<file path="src/rtl/spi_pkg.sv">
// spi_pkg: shared state type, mode decoding and counter sizing for the SPI initiator
package spi_pkg;
  typedef enum logic [1:0] {IDLE, LEAD, XFER, TRAIL} state_t;
  localparam int MaxBitWidth = 32;
  localparam int EdgeW = $clog2(2 * MaxBitWidth + 1);
  function automatic logic cpol(input int mode);
    return mode[1];
  endfunction
  function automatic logic cpha(input int mode);
    return mode[0];
  endfunction
endpackage

</file>
<file path="src/rtl/spi_master_if.sv">
// spi_master_if: parallel handshake plus SPI pins between the initiator and its user
interface spi_master_if #(parameter int BitWidth = 8);
  logic start, busy, dOutVALID, sclk, mosi, miso, ss;
  logic [BitWidth-1:0] dIN, dOUT;
  modport master(input start, dIN, miso, output busy, dOUT, dOutVALID, sclk, mosi, ss);
  modport slave(output start, dIN, miso, input busy, dOUT, dOutVALID, sclk, mosi, ss);
endinterface

</file>
<file path="src/rtl/spi_clkgen.sv">
// spi_clkgen: phase divider and sclk edge counter; flags sample/shift edges for the shifters
module spi_clkgen import spi_pkg::*; #(
  parameter int BitWidth = 8,
  parameter int Mode = 1,
  parameter int ClkDiv = 4
) (
  input  logic   clk,
  input  logic   rst,
  input  logic   clk_en,
  input  state_t state,
  output logic   sclk,
  output logic   lead_pulse,
  output logic   trail_pulse,
  output logic   done,
  output logic   sample,
  output logic   shift
);
  localparam int DivW = ClkDiv > 1 ? $clog2(ClkDiv) : 1;
  logic [DivW-1:0] div;
  logic [EdgeW-1:0] edges;
  logic wrap, toggle;
  assign wrap = state != IDLE && div == DivW'(ClkDiv - 1);
  assign toggle = wrap && state == XFER;
  assign lead_pulse = wrap && state == LEAD;
  assign trail_pulse = wrap && state == TRAIL;
  assign done = toggle && edges == EdgeW'(2 * BitWidth - 1);
  // edges holds toggles already made, so the upcoming toggle is number edges+1
  assign sample = toggle && edges[0] == cpha(Mode);
  assign shift = toggle && edges[0] != cpha(Mode) && edges != '0 && !done;
  always_ff @(posedge clk)
    if (rst) begin
      div <= '0;
      edges <= '0;
      sclk <= cpol(Mode);
    end else if (clk_en) begin
      div <= (state == IDLE || wrap) ? '0 : div + 1'b1;
      edges <= state == IDLE ? '0 : edges + EdgeW'(toggle);
      sclk <= state == IDLE ? cpol(Mode) : sclk ^ toggle;
    end
endmodule

</file>
<file path="src/rtl/spi_master.sv">
// spi_master: SPI initiator FSM and shift registers, MSB first, single clock domain
module spi_master import spi_pkg::*; #(
  parameter int BitWidth = 8,
  parameter int Mode = 1,
  parameter int ClkDiv = 4
) (
  input logic clk,
  input logic rst,
  input logic clk_en,
  spi_master_if.master bus
);
  state_t state;
  logic [BitWidth-2:0] tx;
  logic [BitWidth-1:0] rx;
  logic lead_pulse, trail_pulse, done, sample, shift;
  spi_clkgen #(.BitWidth(BitWidth), .Mode(Mode), .ClkDiv(ClkDiv)) u_clkgen (
    .clk(clk), .rst(rst), .clk_en(clk_en), .state(state), .sclk(bus.sclk),
    .lead_pulse(lead_pulse), .trail_pulse(trail_pulse), .done(done),
    .sample(sample), .shift(shift)
  );
  // the word MSB goes straight to mosi, so tx only keeps the bits still to send
  always_ff @(posedge clk)
    if (rst) begin
      state <= IDLE;
      tx <= '0;
      rx <= '0;
      bus.ss <= 1'b1;
      bus.mosi <= 1'b0;
      bus.busy <= 1'b0;
      bus.dOUT <= '0;
      bus.dOutVALID <= 1'b0;
    end else begin
      bus.dOutVALID <= 1'b0;
      if (clk_en)
        case (state)
          IDLE: if (bus.start) begin
            tx <= bus.dIN[BitWidth-2:0];
            bus.mosi <= bus.dIN[BitWidth-1];
            bus.ss <= 1'b0;
            bus.busy <= 1'b1;
            state <= LEAD;
          end
          LEAD: if (lead_pulse) state <= XFER;
          XFER: begin
            if (sample) rx <= {rx[BitWidth-2:0], bus.miso};
            if (shift) begin
              tx <= tx << 1;
              bus.mosi <= tx[BitWidth-2];
            end
            if (done) state <= TRAIL;
          end
          TRAIL: if (trail_pulse) begin
            bus.ss <= 1'b1;
            bus.mosi <= 1'b0;
            bus.busy <= 1'b0;
            bus.dOUT <= rx;
            bus.dOutVALID <= 1'b1;
            state <= IDLE;
          end
        endcase
    end
endmodule

</file>
<file path="src/flat_wrapper.sv">
// flat-port wrapper written by rule: the top's interface ports become plain ports
module spi_master_flat import spi_pkg::*;
#(
  parameter int BitWidth = 8,
  parameter int Mode = 1,
  parameter int ClkDiv = 4
)
  (clk, rst, clk_en, bus_start, bus_dIN, bus_miso, bus_busy, bus_dOUT, bus_dOutVALID, bus_sclk, bus_mosi, bus_ss);
  spi_master_if #(.BitWidth(BitWidth)) bus_i ();
  input logic clk;
  input logic rst;
  input logic clk_en;
  input wire logic [$bits(bus_i.start)-1:0] bus_start;
  input wire logic [$bits(bus_i.dIN)-1:0] bus_dIN;
  input wire logic [$bits(bus_i.miso)-1:0] bus_miso;
  output wire logic [$bits(bus_i.busy)-1:0] bus_busy;
  output wire logic [$bits(bus_i.dOUT)-1:0] bus_dOUT;
  output wire logic [$bits(bus_i.dOutVALID)-1:0] bus_dOutVALID;
  output wire logic [$bits(bus_i.sclk)-1:0] bus_sclk;
  output wire logic [$bits(bus_i.mosi)-1:0] bus_mosi;
  output wire logic [$bits(bus_i.ss)-1:0] bus_ss;
  assign bus_i.start = bus_start;
  assign bus_i.dIN = bus_dIN;
  assign bus_i.miso = bus_miso;
  assign bus_busy = bus_i.busy;
  assign bus_dOUT = bus_i.dOUT;
  assign bus_dOutVALID = bus_i.dOutVALID;
  assign bus_sclk = bus_i.sclk;
  assign bus_mosi = bus_i.mosi;
  assign bus_ss = bus_i.ss;
  spi_master #(.BitWidth(BitWidth), .Mode(Mode), .ClkDiv(ClkDiv)) u_core (.clk(clk), .rst(rst), .clk_en(clk_en), .bus(bus_i));
endmodule
</file>
<file path="config.mk">
export PLATFORM = sky130hd
export DESIGN_NAME = spi_master_flat
export DESIGN_NICKNAME = d
export VERILOG_FILES = /design/src/rtl/spi_pkg.sv /design/src/rtl/spi_master_if.sv /design/src/rtl/spi_clkgen.sv /design/src/rtl/spi_master.sv /design/src/flat_wrapper.sv
export SDC_FILE = /design/constraint.sdc
export NUM_CORES = 1
export LEC_CHECK = 0
export ABC_CLOCK_PERIOD_IN_PS = 4900
export BUFFER_PORTS_ARGS = -buffer_cell sky130_fd_sc_hd__buf_2
export CORE_MARGIN = 1.5
export CORE_UTILIZATION = 60
export DETAILED_ROUTE_END_ITERATION = 10
export GPL_TIMING_DRIVEN = 0
export HOLD_SLACK_MARGIN = 0.06
export PLACE_DENSITY_LB_ADDON = 0.2
export SLEW_MARGIN = 10
export SYNTH_ARGS = -nofsm -noshare
export SYNTH_HDL_FRONTEND = slang
export SYNTH_SLANG_ARGS = --single-unit
export TNS_END_PERCENT = 1
</file>
<file path="constraint.sdc">
create_clock -name clk -period 4.9 [get_ports clk]
set_input_delay 0.98 -clock clk [delete_from_list [all_inputs] [get_ports clk]]
set_output_delay 0.98 -clock clk [all_outputs]
set_load 0.02 [all_outputs]
</file>
==> reports/metrics.csv, run 1 <==
metric,value,unit
fin_tns_setup,0,ns
routedWlPerCell,13.4,µm
power_density,280,nW/µm²
period_share,48.9,%
ant_nets,0,
core_area,2810,µm²
r2r.worst_path.cells,8,
clkTransAtPathRegs,0.11,ns
hold_viol,0,
avgViaCountPerCell,5.64,
fillers,226,
row_count,19,
grt_first_pass_wirelength,6040,µm
grt_pass1_vias,1417,
skew,0.00424,ns
die_height,58.0,µm
hp-class,flop to flop,
synth_area_leaders,"dfxtp_1 43%, mux2i_1 8.8%, nand2_1 7.9%",
reg2reg_to,u_core.bus.mosi,
grt_usage,23.4,%
r2r_setup_slack,2.50,ns
max-cap-violations,0,
portBuffers,25,
hold_end,u_core.bus.dOUT[2],
start_util,64.8,%
syn_inst,204,
synth_cell_type_count,39,
drc_errors,0,
clk_latency,0.34,ns
area_growth,12.0,%
ir_drop,0.229,mV
worstPathArrival,2.67,ns
run_status,"finished, final reports clean",
num_io_pins,26,
cts_buffers,5,
synth_area,1820,µm²
avgSynthCellArea,8.91,µm²
max_freq,417,MHz
min_path_cells,2,
slowest_stage,a2111oi_0,
slew_headroom,53.7,%
crit_chain,"inv_1, ha_1, nand3b_2, inv_1, ha_1, o211ai_2, a2111oi_0, mux2i_1",
cp-end-kind,flop,
fin_area,2030,µm²
instances_no_fill,268,
cts-hold-fix-buffers,0,
dp_hpwl,2650,µm
post_cts_buffers,0,
critPathMaxStageDelay,0.66,ns
setup_viol,0,
yosysTopAreaCellShare,43.0,%
p_leak,0.949,nW
path_max_fanout,4,
synth-seq-cells,39,
grt_max_degree,13,
syn_nets,226,
cts.sinks,39,
dieArea,3370,µm²
grt_setup_unrepaired,false,
antenna_cells,0,
worst_hold_slack,0.458,ns
dp_cells,260,
dp_worst_setup_slack,2.56,ns
antenna_found_initial,0,
slew_viol_final,0,
die_w,58.0,µm
firstDrtPassIters,6,
placement.cell_area,1980,µm²
hp-start,u_core.bus.dOUT[2],
place_congestion,0.873,
start_kind,flop,
total_power,0.571,mW
clock_path_buffers,2,
layout_common_cells,"39 x dfxtp_1, 38 x nand2_1, 27 x buf_2",
yosys.area.top_type,dfxtp_1,
clock-root-buffer,clkbuf_4,
gr-total-overflow,0,
min_period,2.40,ns
r2r-start,u_core.state[1],
nNetsFinal,258,
via_count,1511,
worst-setup-path-type,flop to flop,
drt_iter0_drc,70,
htreeDepth,2,
cts-resized-gates,0,
yosysSeqAreaShare,43.0,%
max_slew.worst_pin.slew,0.678,ns
fin_util,72.5,%
ys_warn_count,0,
cp.required,5.17,ns
final_common_cell,dfxtp_1,
finalWirelength,3590,µm
cts_tree,built,
final.setup.worst_slack,2.50,ns
drive_gt1_share,20.3,%
[critical path, delay by kind of cell (launching register included)]
family | cells | cell delay, ns
muxes | 1 | 0.25
DFF | 1 | 0.39
adders and majority gates | 2 | 0.43
buffers and inverters | 2 | 0.22
AOI/OAI and AO/OA | 2 | 0.76
and+or+nand+nor | 1 | 0.27
[state kept, by name, summed over array words and instances (netlist names)]
register	cells
u_core.rx	8
u_core.u_clkgen.edges	7
u_core.bus.ss	1
u_core.u_clkgen.div	2
u_core.u_clkgen.sclk	1
u_core.bus.dOutVALID	1
u_core.bus.dOUT	8
u_core.state	2
u_core.bus.busy	1
u_core.tx	7
u_core.bus.mosi	1
[per-layer routing]
metal,vias to the layer above,wire length (µm),track usage [%]
li1,754,-,-
met5,-,0,0
met3,7,153,6.47
met1,710,1650,28.8
met2,40,1730,39.3
met4,0,53,8.31
[final cells by class]
| type | instances | area (µm²) | share of cell area [%] |
|---|---|---|---|
| clock buffers | 6 | 41.3 | 2.03 |
| flip-flops and latches | 39 | 781 | 38.4 |
| repair buffers | 25 | 125 | 6.15 |
| multi-input cells | 148 | 955 | 46.9 |
| well taps | 31 | 38.8 | 1.91 |
| clock inverters | 2 | 12.5 | 0.615 |
| plain buffers | 9 | 51.3 | 2.52 |
| inverters | 8 | 30.0 | 1.48 |
[report_power, final]
group | internal (mW) | switching [mW]
Clock | 0.0554 | 0.104
Combinational | 0.0355 | 0.0443
Sequential | 0.326 | 0.00527
Total | 0.417 | 0.154
[how the worst max path moves through the flow]
stage | depth (start not counted) | end | from | slack, ns
6_report | 8 | u_core.bus.mosi | u_core.state[1] | 2.50
5_1_grt | 8 | u_core.bus.mosi | u_core.state[0] | 2.33
4_1_cts | 8 | u_core.bus.mosi | u_core.state[1] | 2.52
3_5_place_dp | 8 | u_core.bus.mosi | u_core.state[1] | 2.56
3_3_place_gp | 6 | u_core.bus.dOUT[2] | clk_en | 2.63
2_1_floorplan | 9 | u_core.tx[6] | u_core.state[1] | 2.81
[cells by family after synthesis]
family	count (synthesis)	synth area share [%]
and+or+nand+nor	84	21.5
DFF	39	43.0
AOI/OAI and AO/OA	28	9.71
muxes	22	12.7
buffers and inverters	17	4.48
adders and majority gates	9	6.20
xor gates and xnor gates	5	2.41
[Yosys cell counts]
cell	count
dfxtp_1	39
nand2_1	38
nor2_1	21
a21oi_1	17
mux2i_1	16
ha_1	9
inv_1	8
mux2_2	5
xor2_1	5
clkbuf_1	4
nand4_1	4
nand3_1	3
nor3_1	3
buf_2	2
buf_6	2
nand2b_1	2
nor4_1	2
o21ai_0	2
or3_1	2
a2111oi_0	1
a211o_1	1
a221o_1	1
a221oi_1	1
a22oi_1	1
a31o_1	1
and2b_1	1
and3_1	1
buf_1	1
mux2_4	1
nand3b_1	1
nand3b_2	1
nor2b_2	1
nor3_2	1
nor3b_1	1
o211ai_2	1
o21a_1	1
o221ai_1	1
or2_2	1
or4_4	1
Power figures use the tool's default switching activity.
==> run 2, diff against run 1 <==
- ABC_CLOCK_PERIOD_IN_PS: 4900 -> 2000
- CORE_UTILIZATION: 60 -> 50
- clock period: 4.9 -> 2 ns (I/O delays scaled with it)
==> run 2 against run 1 <==
  * Sequential power increased by 150%
  * Cell count grew 6.3%
  * Non-clock buffer count grew 2
  * Highest routed layer unchanged
  * Register-to-register slack worse by 2.5 ns
  * Largest power group unchanged
  * Fmax up 22%
  * Worst hold slack got worse by 0.19 ns
  * First-iteration DRC count grew 5.7%
  * Wire length down 4.3%
==> reports/metrics.csv, run 2 (synthesis gave the netlist of run 1 again) <==
metric,value,unit,change
max-cap-violations,0,,unchanged
start_kind,flop,,unchanged
area_growth,18.7,%,was 12.0%
core_area,3420,µm²,was 2810 µm²
skew,0.00547,ns,was 0.00424 ns
die_height,63.3,µm,was 58.0 µm
cp_top_family,compound AO/OA/AOI/OAI gates,,unchanged
drive_gt1_share,25.5,%,was 20.3%
slowest_stage,a221o_1,,was a2111oi_0
clkTransAtPathRegs,0.11,ns,about the same
fin_util,63.2,%,was 72.5%
final_common_cell,nand2_1,,was dfxtp_1
worst-setup-path-type,flop to flop,,unchanged
total_power,1.49,mW,was 0.571 mW
die_w,63.3,µm,was 58.0 µm
antenna_found_initial,0,,unchanged
via_count,1464,,was 1511
grt_first_pass_wirelength,6090,µm,was 6040 µm
clkPwrFrac,31.3,%,was 27.9%
place_congestion,0.747,,was 0.873
p_leak,0.988,nW,was 0.949 nW
slew_viol_final,0,,unchanged
gr-total-overflow,0,,unchanged
cts_buffers,5,,unchanged
setup_viol,0,,unchanged
cp_num_buf_inv,3,,was 2
nNetsFinal,260,,was 258
layout_common_cells,"38 x nand2_1, 37 x dfxtp_1, 27 x buf_2",,"was 39 x dfxtp_1, 38 x nand2_1, 27 x buf_2"
ant_nets,0,,unchanged
path_max_fanout,7,,was 4
min_period,1.96,ns,was 2.40 ns
p_int,1.10,mW,was 0.417 mW
period_share,98.0,%,was 48.9%
critPathMaxStageDelay,0.37,ns,was 0.66 ns
hold_viol,0,,unchanged
cts.sinks,39,,unchanged
crit_chain,"inv_2, ha_4, nand3b_4, inv_2, ha_4, a21oi_1, a221o_1, buf_6, mux2_4",,"was inv_1, ha_1, nand3b_2, inv_1, ha_1, o211ai_2, a2111oi_0, mux2i_1"
swShare,26.1,%,was 26.9%
clk_latency,0.35,ns,was 0.34 ns
grt_pass1_vias,1404,,was 1417
clock_path_buffers,2,,unchanged
ff_latch_area,786,µm²,was 781 µm²
start_util,53.2,%,was 64.8%
antenna_cells,0,,unchanged
worstPathArrival,2.21,ns,was 2.67 ns
num_io_pins,26,,unchanged
finalWirelength,3440,µm,was 3590 µm
fillers,337,,was 226
clock-root-buffer,clkbuf_4,,unchanged
power_frac_comb,14.4,%,was 14.0%
firstDrtPassIters,4,,was 6
max_freq,510,MHz,was 417 MHz
routedWlPerCell,12.1,µm,was 13.4 µm
portBuffers,25,,unchanged
run_status,"finished, final reports clean",,unchanged
cp-end-kind,flop,,unchanged
htreeDepth,2,,unchanged
p_sw,0.390,mW,was 0.154 mW
slew_headroom,56.1,%,was 53.7%
cts_tree,built,,unchanged
cp.required,2.25,ns,was 5.17 ns
seqPwrFrac,54.3,%,was 58.1%
drt_iter0_drc,74,,was 70
dieArea,4000,µm²,was 3370 µm²
dp_hpwl,2390,µm,was 2650 µm
row_count,21,,was 19
grt_setup_unrepaired,true,,was false
hp-class,primary input to flop,,was flop to flop
reg_top3,"u_core.bus.dOUT (8), u_core.rx (8)",,unchanged
grt_usage,19.0,%,was 23.4%
max_slew.worst_pin.slew,0.655,ns,was 0.678 ns
avgViaCountPerCell,5.14,,was 5.64
multi_input_area,1020,µm²,was 955 µm²
cts-hold-fix-buffers,0,,unchanged
grt_max_degree,13,,unchanged
drc_errors,0,,unchanged
ir_drop,0.465,mV,was 0.229 mV
power_density,693,nW/µm²,was 280 nW/µm²
## run 2: cell count changes in the layout (fill, tap and decap cells not counted), sizes merged
cell	delta
clkinv	-1
clkbuf	+1
buf	+2
## run 2: cell type report
cell class / instances / share of cell area, %
clock buffers: 7 / 3.02
inverters: 8 / 1.39
clock inverters: 1 / 0.348
plain buffers: 9 / 2.38
flip-flops and latches: 39 / 36.4
well taps: 46 / 2.67
repair buffers: 27 / 6.50
multi-input cells: 148 / 47.3
## run 2: per-stage QoR
step / TNS, ns / instances / instance area, µm² / worst slack [ns] / hold slack, ns
floorplan: 0 / 204 / 1830 / 0.00230 / 0.432
global placement: -0.781 / 275 / 2010 / -0.162 / 0.442
detailed placement: -1.15 / 275 / 2010 / -0.178 / 0.445
finish: 0 / 285 / 2160 / 0.0408 / 0.267
CTS: 0 / 285 / 2130 / 0.00244 / 0.252
global route: -0.0452 / 285 / 2160 / -0.0452 / 0.272
## run 2: worst paths after layout
kind                                            to  slack, ns               start  cells past startpoint
worst min-delay path                  u_core.rx[0]       0.27            bus_miso                      3
worst max-delay path                  u_core.tx[6]       0.04     u_core.state[0]                      9
worst max register to register        u_core.tx[6]       0.04     u_core.state[0]                      9
worst min register to register  u_core.bus.dOUT[4]       0.46  u_core.bus.dOUT[4]                      2
## run 2: what timing repair did
action	CTS	global route
gates resized for setup	12	3
pin swaps	1	0
setup endpoints to repair	16	11
setup buffers	2	0
## run 2: power groups by stage
stage                     Sequential, mW  Clock, mW  Combinational (mW)
after global placement             0.829          0               0.195
after global routing               0.815      0.516               0.238
after detailed placement           0.829          0               0.197
after floorplan                    0.833          0               0.142
final                              0.812      0.468               0.215
after CTS                          0.811      0.485               0.215
## run 2: worst min-delay path: stages
cell	delay, ns
buf_2	0.07
mux2i_1	0.05
nor2_1	0.07
## run 2: routing by layer
layer	up-vias	GRT usage, %	part of all wire (%)
li1	763	-	-
met1	671	24.4	50
met2	24	30.6	45
met3	6	6.25	3.7
met4	0	5.71	1.1
met5	-	0	0
